$ cat src/rtl/mem_port_arbiter_if.sv
// Bus bundle for mem_port_arbiter: I-side refill requester, D-side
// refill/writeback requester, the shared memory channel and the grant status.
// The slave modport is the arbiter's view; the master modport is the view of
// everything around it (both caches plus the memory controller).
`ifndef CLP
`define CLP 128
`endif

interface mem_port_arbiter_if #(
  parameter int XLEN   = 32,
  parameter int CLSIZE = `CLP
);
  logic              i_strobe_i;
  logic [XLEN-1:0]   i_addr_i;
  logic              i_done_o;
  logic [CLSIZE-1:0] i_data_o;

  logic              d_strobe_i;
  logic [XLEN-1:0]   d_addr_i;
  logic              d_rw_i;
  logic [CLSIZE-1:0] d_data_i;
  logic              d_done_o;
  logic [CLSIZE-1:0] d_data_o;

  logic              M_MEM_strobe_o;
  logic [XLEN-1:0]   M_MEM_addr_o;
  logic              M_MEM_rw_o;
  logic [CLSIZE-1:0] M_MEM_data_o;
  logic              M_MEM_done_i;
  logic [CLSIZE-1:0] M_MEM_data_i;

  logic [1:0]        grant_o;

  modport slave (
    input  i_strobe_i, i_addr_i,
    input  d_strobe_i, d_addr_i, d_rw_i, d_data_i,
    input  M_MEM_done_i, M_MEM_data_i,
    output i_done_o, i_data_o,
    output d_done_o, d_data_o,
    output M_MEM_strobe_o, M_MEM_addr_o, M_MEM_rw_o, M_MEM_data_o,
    output grant_o
  );

  modport master (
    output i_strobe_i, i_addr_i,
    output d_strobe_i, d_addr_i, d_rw_i, d_data_i,
    output M_MEM_done_i, M_MEM_data_i,
    input  i_done_o, i_data_o,
    input  d_done_o, d_data_o,
    input  M_MEM_strobe_o, M_MEM_addr_o, M_MEM_rw_o, M_MEM_data_o,
    input  grant_o
  );
endinterface

$ cat src/rtl/mem_port_arbiter.sv
// mem_port_arbiter: shares one cache-line memory port between the I-cache
// refill path and the D-cache refill/writeback path. One transaction at a
// time, IDLE -> BUSY -> RESP -> GAP, with every output driven from a flop.
// Optional build macro MEM_ARB_RR_EN selects round-robin tie breaking;
// without it the D side wins every tie.
module mem_port_arbiter #(
  parameter int XLEN   = 32,
  parameter int CLSIZE = `CLP
) (
  input  logic            clk_i,
  input  logic            rst_i,
  mem_port_arbiter_if.slave bus
);

  typedef enum logic [1:0] {
    IDLE = 2'd0,
    BUSY = 2'd1,
    RESP = 2'd2,
    GAP  = 2'd3
  } state_t;

  localparam logic [1:0] GRANT_NONE = 2'b00;
  localparam logic [1:0] GRANT_I    = 2'b01;
  localparam logic [1:0] GRANT_D    = 2'b10;

  state_t state_q, state_d;

  logic              strobe_q, strobe_d;
  logic [XLEN-1:0]   addr_q, addr_d;
  logic              rw_q, rw_d;
  logic [CLSIZE-1:0] wdata_q, wdata_d;
  logic [1:0]        grant_q, grant_d;
  logic              i_done_q, i_done_d;
  logic              d_done_q, d_done_d;
  logic [CLSIZE-1:0] i_rdata_q, i_rdata_d;
  logic [CLSIZE-1:0] d_rdata_q, d_rdata_d;

  logic any_req;
  logic pick_d;

  assign any_req = bus.i_strobe_i | bus.d_strobe_i;

`ifdef MEM_ARB_RR_EN
  // 1 means the D side owned the most recent grant.
  logic last_grant_d_q, last_grant_d_d;

  // On a tie hand the port to whichever side did not get it last time.
  always_comb begin
    if (bus.i_strobe_i && bus.d_strobe_i) begin
      pick_d = ~last_grant_d_q;
    end else begin
      pick_d = bus.d_strobe_i;
    end
  end

  // Remember who won; reset leaves it on D so the first tie goes to I.
  always_ff @(posedge clk_i) begin
    if (rst_i) begin
      last_grant_d_q <= 1'b1;
    end else begin
      last_grant_d_q <= last_grant_d_d;
    end
  end
`else
  // Fixed priority: the D side wins whenever it is requesting.
  always_comb begin
    pick_d = bus.d_strobe_i;
  end
`endif

  // State register.
  always_ff @(posedge clk_i) begin
    if (rst_i) begin
      state_q <= IDLE;
    end else begin
      state_q <= state_d;
    end
  end

  // Next-state logic; requests only count in IDLE, memory completion only in BUSY.
  always_comb begin
    state_d = state_q;
    case (state_q)
      IDLE: if (any_req) state_d = BUSY;
      BUSY: if (bus.M_MEM_done_i) state_d = RESP;
      RESP: state_d = GAP;
      GAP:  state_d = IDLE;
      default: state_d = IDLE;
    endcase
  end

  // Next values of the registered outputs for the current state.
  always_comb begin
    strobe_d  = strobe_q;
    addr_d    = addr_q;
    rw_d      = rw_q;
    wdata_d   = wdata_q;
    grant_d   = grant_q;
    i_done_d  = 1'b0;
    d_done_d  = 1'b0;
    i_rdata_d = i_rdata_q;
    d_rdata_d = d_rdata_q;
`ifdef MEM_ARB_RR_EN
    last_grant_d_d = last_grant_d_q;
`endif
    case (state_q)
      IDLE: begin
        if (any_req) begin
          strobe_d = 1'b1;
          if (pick_d) begin
            grant_d = GRANT_D;
            addr_d  = bus.d_addr_i;
            rw_d    = bus.d_rw_i;
            wdata_d = bus.d_data_i;
          end else begin
            grant_d = GRANT_I;
            addr_d  = bus.i_addr_i;
            rw_d    = 1'b0;
            wdata_d = '0;
          end
`ifdef MEM_ARB_RR_EN
          last_grant_d_d = pick_d;
`endif
        end
      end
      BUSY: begin
        if (bus.M_MEM_done_i) begin
          strobe_d = 1'b0;
          if (grant_q == GRANT_D) begin
            d_done_d  = 1'b1;
            d_rdata_d = bus.M_MEM_data_i;
          end else begin
            i_done_d  = 1'b1;
            i_rdata_d = bus.M_MEM_data_i;
          end
        end
      end
      RESP: begin
        grant_d = GRANT_NONE;
      end
      GAP: begin
        grant_d = GRANT_NONE;
      end
      default: begin
        grant_d = GRANT_NONE;
      end
    endcase
  end

  // Output registers; reset clears everything, abandoning any in-flight access.
  always_ff @(posedge clk_i) begin
    if (rst_i) begin
      strobe_q  <= 1'b0;
      addr_q    <= '0;
      rw_q      <= 1'b0;
      wdata_q   <= '0;
      grant_q   <= GRANT_NONE;
      i_done_q  <= 1'b0;
      d_done_q  <= 1'b0;
      i_rdata_q <= '0;
      d_rdata_q <= '0;
    end else begin
      strobe_q  <= strobe_d;
      addr_q    <= addr_d;
      rw_q      <= rw_d;
      wdata_q   <= wdata_d;
      grant_q   <= grant_d;
      i_done_q  <= i_done_d;
      d_done_q  <= d_done_d;
      i_rdata_q <= i_rdata_d;
      d_rdata_q <= d_rdata_d;
    end
  end

  assign bus.M_MEM_strobe_o = strobe_q;
  assign bus.M_MEM_addr_o   = addr_q;
  assign bus.M_MEM_rw_o     = rw_q;
  assign bus.M_MEM_data_o   = wdata_q;
  assign bus.grant_o        = grant_q;
  assign bus.i_done_o       = i_done_q;
  assign bus.d_done_o       = d_done_q;
  assign bus.i_data_o       = i_rdata_q;
  assign bus.d_data_o       = d_rdata_q;

endmodule

$ cat src/flat_wrapper.sv
// flat-port wrapper written by rule: the top's interface ports become plain ports
module mem_port_arbiter_flat 
#(
  parameter int XLEN   = 32,
  parameter int CLSIZE = `CLP
)
  (clk_i, rst_i, bus_i_strobe_i, bus_i_addr_i, bus_d_strobe_i, bus_d_addr_i, bus_d_rw_i, bus_d_data_i, bus_M_MEM_done_i, bus_M_MEM_data_i, bus_i_done_o, bus_i_data_o, bus_d_done_o, bus_d_data_o, bus_M_MEM_strobe_o, bus_M_MEM_addr_o, bus_M_MEM_rw_o, bus_M_MEM_data_o, bus_grant_o);
  mem_port_arbiter_if #(.XLEN(XLEN), .CLSIZE(CLSIZE)) bus_i ();
  input  logic clk_i;
  input  logic rst_i;
  input wire logic [$bits(bus_i.i_strobe_i)-1:0] bus_i_strobe_i;
  input wire logic [$bits(bus_i.i_addr_i)-1:0] bus_i_addr_i;
  input wire logic [$bits(bus_i.d_strobe_i)-1:0] bus_d_strobe_i;
  input wire logic [$bits(bus_i.d_addr_i)-1:0] bus_d_addr_i;
  input wire logic [$bits(bus_i.d_rw_i)-1:0] bus_d_rw_i;
  input wire logic [$bits(bus_i.d_data_i)-1:0] bus_d_data_i;
  input wire logic [$bits(bus_i.M_MEM_done_i)-1:0] bus_M_MEM_done_i;
  input wire logic [$bits(bus_i.M_MEM_data_i)-1:0] bus_M_MEM_data_i;
  output wire logic [$bits(bus_i.i_done_o)-1:0] bus_i_done_o;
  output wire logic [$bits(bus_i.i_data_o)-1:0] bus_i_data_o;
  output wire logic [$bits(bus_i.d_done_o)-1:0] bus_d_done_o;
  output wire logic [$bits(bus_i.d_data_o)-1:0] bus_d_data_o;
  output wire logic [$bits(bus_i.M_MEM_strobe_o)-1:0] bus_M_MEM_strobe_o;
  output wire logic [$bits(bus_i.M_MEM_addr_o)-1:0] bus_M_MEM_addr_o;
  output wire logic [$bits(bus_i.M_MEM_rw_o)-1:0] bus_M_MEM_rw_o;
  output wire logic [$bits(bus_i.M_MEM_data_o)-1:0] bus_M_MEM_data_o;
  output wire logic [$bits(bus_i.grant_o)-1:0] bus_grant_o;
  assign bus_i.i_strobe_i = bus_i_strobe_i;
  assign bus_i.i_addr_i = bus_i_addr_i;
  assign bus_i.d_strobe_i = bus_d_strobe_i;
  assign bus_i.d_addr_i = bus_d_addr_i;
  assign bus_i.d_rw_i = bus_d_rw_i;
  assign bus_i.d_data_i = bus_d_data_i;
  assign bus_i.M_MEM_done_i = bus_M_MEM_done_i;
  assign bus_i.M_MEM_data_i = bus_M_MEM_data_i;
  assign bus_i_done_o = bus_i.i_done_o;
  assign bus_i_data_o = bus_i.i_data_o;
  assign bus_d_done_o = bus_i.d_done_o;
  assign bus_d_data_o = bus_i.d_data_o;
  assign bus_M_MEM_strobe_o = bus_i.M_MEM_strobe_o;
  assign bus_M_MEM_addr_o = bus_i.M_MEM_addr_o;
  assign bus_M_MEM_rw_o = bus_i.M_MEM_rw_o;
  assign bus_M_MEM_data_o = bus_i.M_MEM_data_o;
  assign bus_grant_o = bus_i.grant_o;
  mem_port_arbiter #(.XLEN(XLEN), .CLSIZE(CLSIZE)) u_core (.clk_i(clk_i), .rst_i(rst_i), .bus(bus_i));
endmodule
$ cat config.mk
export PLATFORM = sky130hd
export DESIGN_NAME = mem_port_arbiter_flat
export DESIGN_NICKNAME = d
export VERILOG_FILES = /design/src/rtl/mem_port_arbiter_if.sv /design/src/rtl/mem_port_arbiter.sv /design/src/flat_wrapper.sv
export SDC_FILE = /design/constraint.sdc
export NUM_CORES = 1
export LEC_CHECK = 0
export ABC_AREA = 1
export BUFFER_PORTS_ARGS = -buffer_cell sky130_fd_sc_hd__buf_2
export CAP_MARGIN = 5
export CORE_AREA = 2 2 289 291
export CTS_CLUSTER_SIZE = 24
export DETAILED_ROUTE_END_ITERATION = 16
export DIE_AREA = 0 0 291 293
export PLACE_DENSITY_LB_ADDON = 0.08
export SYNTH_ARGS = -nofsm -noshare
export SYNTH_HDL_FRONTEND = slang
export SYNTH_SLANG_ARGS = --single-unit
export TNS_END_PERCENT = 10
$ cat constraint.sdc
create_clock -name clk_i -period 1.45 [get_ports clk_i]
set_input_delay 0.2175 -clock clk_i [delete_from_list [all_inputs] [get_ports clk_i]]
set_output_delay 0.2175 -clock clk_i [all_outputs]
set_load 0.05 [all_outputs]
==> flow_metrics.env <==
export IMPL_grt_antenna_before_repair=5
export IMPL_cts_buffers_inserted=52
export IMPL_area_growth_pct=80.2
export IMPL_drive_gt1_share_pct=34.9
export IMPL_fp_row_count=105
export IMPL_post_placement_cell_area_um2=20400
export IMPL_first_iter_violations=609
export IMPL_combinational_family_with_the_most_area_after_synthesis="simple AND/OR/NAND/NOR gates"
export IMPL_netlist_instances=1970
export IMPL_p_int_mw=28.7
export IMPL_timing_setup_tns_ns=-5.97
export IMPL_post_route_drc_count=0
export IMPL_cts_root_buffer="sky130_fd_sc_hd__clkbuf_16"
export IMPL_outcome="complete, but fails checks"
export IMPL_via_count=16800
export IMPL_synth_xor_area_share_pct=0
export IMPL_cp_data_required_time_ns=1.94
export IMPL_maximum_number_of_pins_on_one_net_before_global_route_repair=120
export IMPL_ys_ff_latch=424
export IMPL_place_congestion=0.794
export IMPL_cts_sinks=424
export IMPL_top_level_ports=748
export IMPL_post_drt_via_cell_ratio=4.06
export IMPL_critPathLaunch="u_core.state_q[1]"
export IMPL_cts_max_level=2
export IMPL_power_net_switching_mw=20.7
export IMPL_finish_utilization_pct=33.3
export IMPL_power_combinational_fraction_pct=43.3
export IMPL_route_detailed_wl_per_inst_um=17.8
export IMPL_global_route_wire_length_before_repair_um=107000
export IMPL_finalNetCount=3346
export IMPL_worstPathMaxFanout=11
export IMPL_seq_total_area_yosys_pct=56.1
export IMPL_post_synth_num_cell_types=21
export IMPL_synth_enable_flop_cells=0
export IMPL_critical_path_class="flip-flop to flip-flop"
export IMPL_place_detailed_hpwl_um=51300
export IMPL_synth_top_area_share_pct=56.1
export IMPL_routed_wl_um=73500
export IMPL_drt_antenna_violating_nets=0
export IMPL_final_period_demand_of_the_worst_path_ns=1.53
export IMPL_die_area_um2=85300
export IMPL_fraction_of_power_spent_switching_nets_pct=41.9
export IMPL_violations="negative setup slack"
export IMPL_power_leakage_nw=12.4
export IMPL_rsz0062_at_grt="yes"
export IMPL_synth_top_cells_by_area="sky130_fd_sc_hd__dfxtp_1 56%, sky130_fd_sc_hd__nor2_1 14%, sky130_fd_sc_hd__o21ai_0 10%"
export IMPL_timing_clock_skew_ns=0.0154
export IMPL_synth_compound_area_share_pct=14.9
export IMPL_grt_overflow=0
export IMPL_final_critical_path_setup_slack_ns=-0.0798
export IMPL_worstSetupEndpointType="flip-flop"
export IMPL_holdCritStartpoint="bus_d_addr_i[30]"
export IMPL_fin_cells=4129
export IMPL_worstHoldPathType="input port to flip-flop"
export IMPL_whs_ns=0.0368
export IMPL_port_buffer_count=747
export IMPL_fp_coreArea_um2=81800
export IMPL_max_clock_path_buffers=3
export IMPL_critical_path_arrival_ns=2.02
export IMPL_max_slew_margin_pct=55.4
export IMPL_vias_in_the_first_global_route=17100
export IMPL_cts_tree="done"
export IMPL_timing_hold_violations_final=0
export IMPL_min_period_over_period_pct=106
export IMPL_clockPowerShare_pct=26.3
export IMPL_filler_cell_count=8771
export IMPL_pwr_density_cell_nw_per_um2=1810
export IMPL_crit_reg2reg_launch="u_core.state_q[1]"
export IMPL_peakVddDrop_uv=773
export IMPL_synth_area_leader_cell="sky130_fd_sc_hd__dfxtp_1"
export IMPL_die_y_um=293
export IMPL_dieWidth_um=291
export IMPL_timing_worst_slew_pin_value_ns=0.669
export IMPL_initial_utilization_pct=18.5
export IMPL_maxCapViolations=0
export IMPL_avgSynthCellArea_um2=7.68
export IMPL_synth_flop_cell="sky130_fd_sc_hd__dfxtp_1"
export IMPL_layout_cell_area_non_filler_um2=27300
export IMPL_drt_first_pass_iters=4
export IMPL_synthesis_yosys_warnings=0
export IMPL_adder_cell_fraction_of_synth_area_pct=0.496
export IMPL_clk_insertion_delay_late_ns=0.60
export IMPL_final_setup_viol_count=202
export IMPL_fmax_ghz=0.654
export IMPL_seqPwrFrac_pct=30.3
export IMPL_critical_path_startpoint_type="flip-flop"
export IMPL_global_route_usage_total_pct=16.3
export IMPL_post_synth_and_or_nand_nor_area_fraction_pct=22.4
export IMPL_dp_cells=3718
export IMPL_maxSlewViolCount=0
export IMPL_post_synth_instance_area_um2=15100
export IMPL_synth_mux_area_share_pct=0
export IMPL_cts_reportedPaths_clkPinSlew_ns=0.07
export IMPL_synth_async_reset_ratio_pct=0
export IMPL_postSynthNetCount=2302
-- final timing paths --
path / to / slack, ns / cells after the start
worst min-delay path: u_core.bus.M_MEM_addr_o[30] / 0.04 / 5
worst min register to register: u_core.bus.M_MEM_data_o[73] / 0.46 / 2
worst max register to register: u_core.bus.d_data_o[35] / -0.08 / 9
worst max-delay path: u_core.bus.d_data_o[35] / -0.08 / 9
-- synthesized netlist by cell type, types with 3 or more instances --
cell type                  number
sky130_fd_sc_hd__buf_6         12
sky130_fd_sc_hd__o21ai_0      316
sky130_fd_sc_hd__inv_1         42
sky130_fd_sc_hd__clkbuf_1      53
sky130_fd_sc_hd__nand2_1      309
sky130_fd_sc_hd__a21oi_1      132
sky130_fd_sc_hd__o21ai_1        4
sky130_fd_sc_hd__ha_1           6
sky130_fd_sc_hd__clkbuf_2       3
sky130_fd_sc_hd__nor2_1       582
sky130_fd_sc_hd__inv_2          3
sky130_fd_sc_hd__dfxtp_1      424
sky130_fd_sc_hd__buf_2         68
sky130_fd_sc_hd__buf_4          7
-- power by group through the flow --
| stage | combinational, mW | sequential (mW) | clock [mW] |
|---|---|---|---|
| CTS | 21.1 | 15.0 | 13.5 |
| floorplan | 4.93 | 22.0 | 0 |
| detailed placement | 17.7 | 15.0 | 0 |
| global route | 22.7 | 15.2 | 14.0 |
| finish | 21.4 | 15.0 | 13.0 |
| global placement | 17.6 | 15.0 | 0 |
-- per-stage QoR --
step | setup slack [ns] | power, mW
finish | -0.0798 | 49.4
floorplan | 0.0102 | 26.9
CTS | -0.0518 | 49.6
global route | -0.173 | 51.9
detailed placement | -0.212 | 32.7
global placement | -0.225 | 32.6
-- metal layers --
| layer | share of wire (%) | GRT usage, % |
|---|---|---|
| met2 | 50 | 29.4 |
| met3 | 7.4 | 5.14 |
| met1 | 40 | 18.2 |
| met4 | 2.8 | 5.21 |
| met5 | 0.012 | 0 |
-- cell type report --
type	instances	area [µm²]	share of cell area, %
diodes	4	10.0	0.0367
multi-input cells	1356	6110	22.4
well taps	1070	1340	4.91
repair inverters	2	17.5	0.0642
flip-flops and latches	424	8510	31.2
clock inverters	19	159	0.583
repair buffers	1132	9370	34.3
inverters	46	236	0.867
clock buffers	76	1530	5.62
-- sequential cells by signal, indices dropped and copies added (netlist names) --
register / flops
u_core.bus.M_MEM_addr_o: 32
u_core.bus.M_MEM_data_o: 128
u_core.bus.M_MEM_rw_o: 1
u_core.bus.M_MEM_strobe_o: 1
u_core.bus.d_data_o: 128
u_core.bus.d_done_o: 1
u_core.bus.grant_o: 2
u_core.bus.i_data_o: 128
u_core.bus.i_done_o: 1
u_core.state_q: 2
-- layout by cell type (no fill, tap or decap), drive strengths merged --
cell         count
inv             49
o21ai          320
bufinv           2
dfxtp          424
nand2          309
buf            800
diode            4
nand3            2
clkbuf         126
nor3             2
clkinv          15
nand4            1
ha               6
bufbuf           1
nor2           584
dlygate4sd3    281
a21oi          132
clkinvlp         1
-- cell families (layout without fill, tap and decap cells) --
family / after synthesis / in the layout
other: 0 / 4
flip-flops: 424 / 424
AO/OA/AOI/OAI: 452 / 452
buffers and inverters: 190 / 1275
AND/OR/NAND/NOR: 898 / 898
adder cells (fa/ha/maj): 6 / 6
-- what timing repair did --
action	CTS	global route
hold buffers	281	0
gates cloned	11	7
endpoints found under the setup margin	754	456
buffers inserted	12	1
endpoints found under the hold margin	399	0
pin swaps	2	7
resized for setup	494	266
-- worst max-delay path, stage by stage (launching register included) --
cell                        delay (ns)
sky130_fd_sc_hd__dfxtp_2          0.35
sky130_fd_sc_hd__inv_4            0.05
sky130_fd_sc_hd__ha_4             0.16
sky130_fd_sc_hd__nand2_4          0.07
sky130_fd_sc_hd__nor2_4           0.05
sky130_fd_sc_hd__buf_12           0.15
sky130_fd_sc_hd__buf_16           0.15
sky130_fd_sc_hd__clkbuf_16        0.17
sky130_fd_sc_hd__o21ai_0          0.19
sky130_fd_sc_hd__nor2_1           0.06
(Power assumes the default switching activity.)
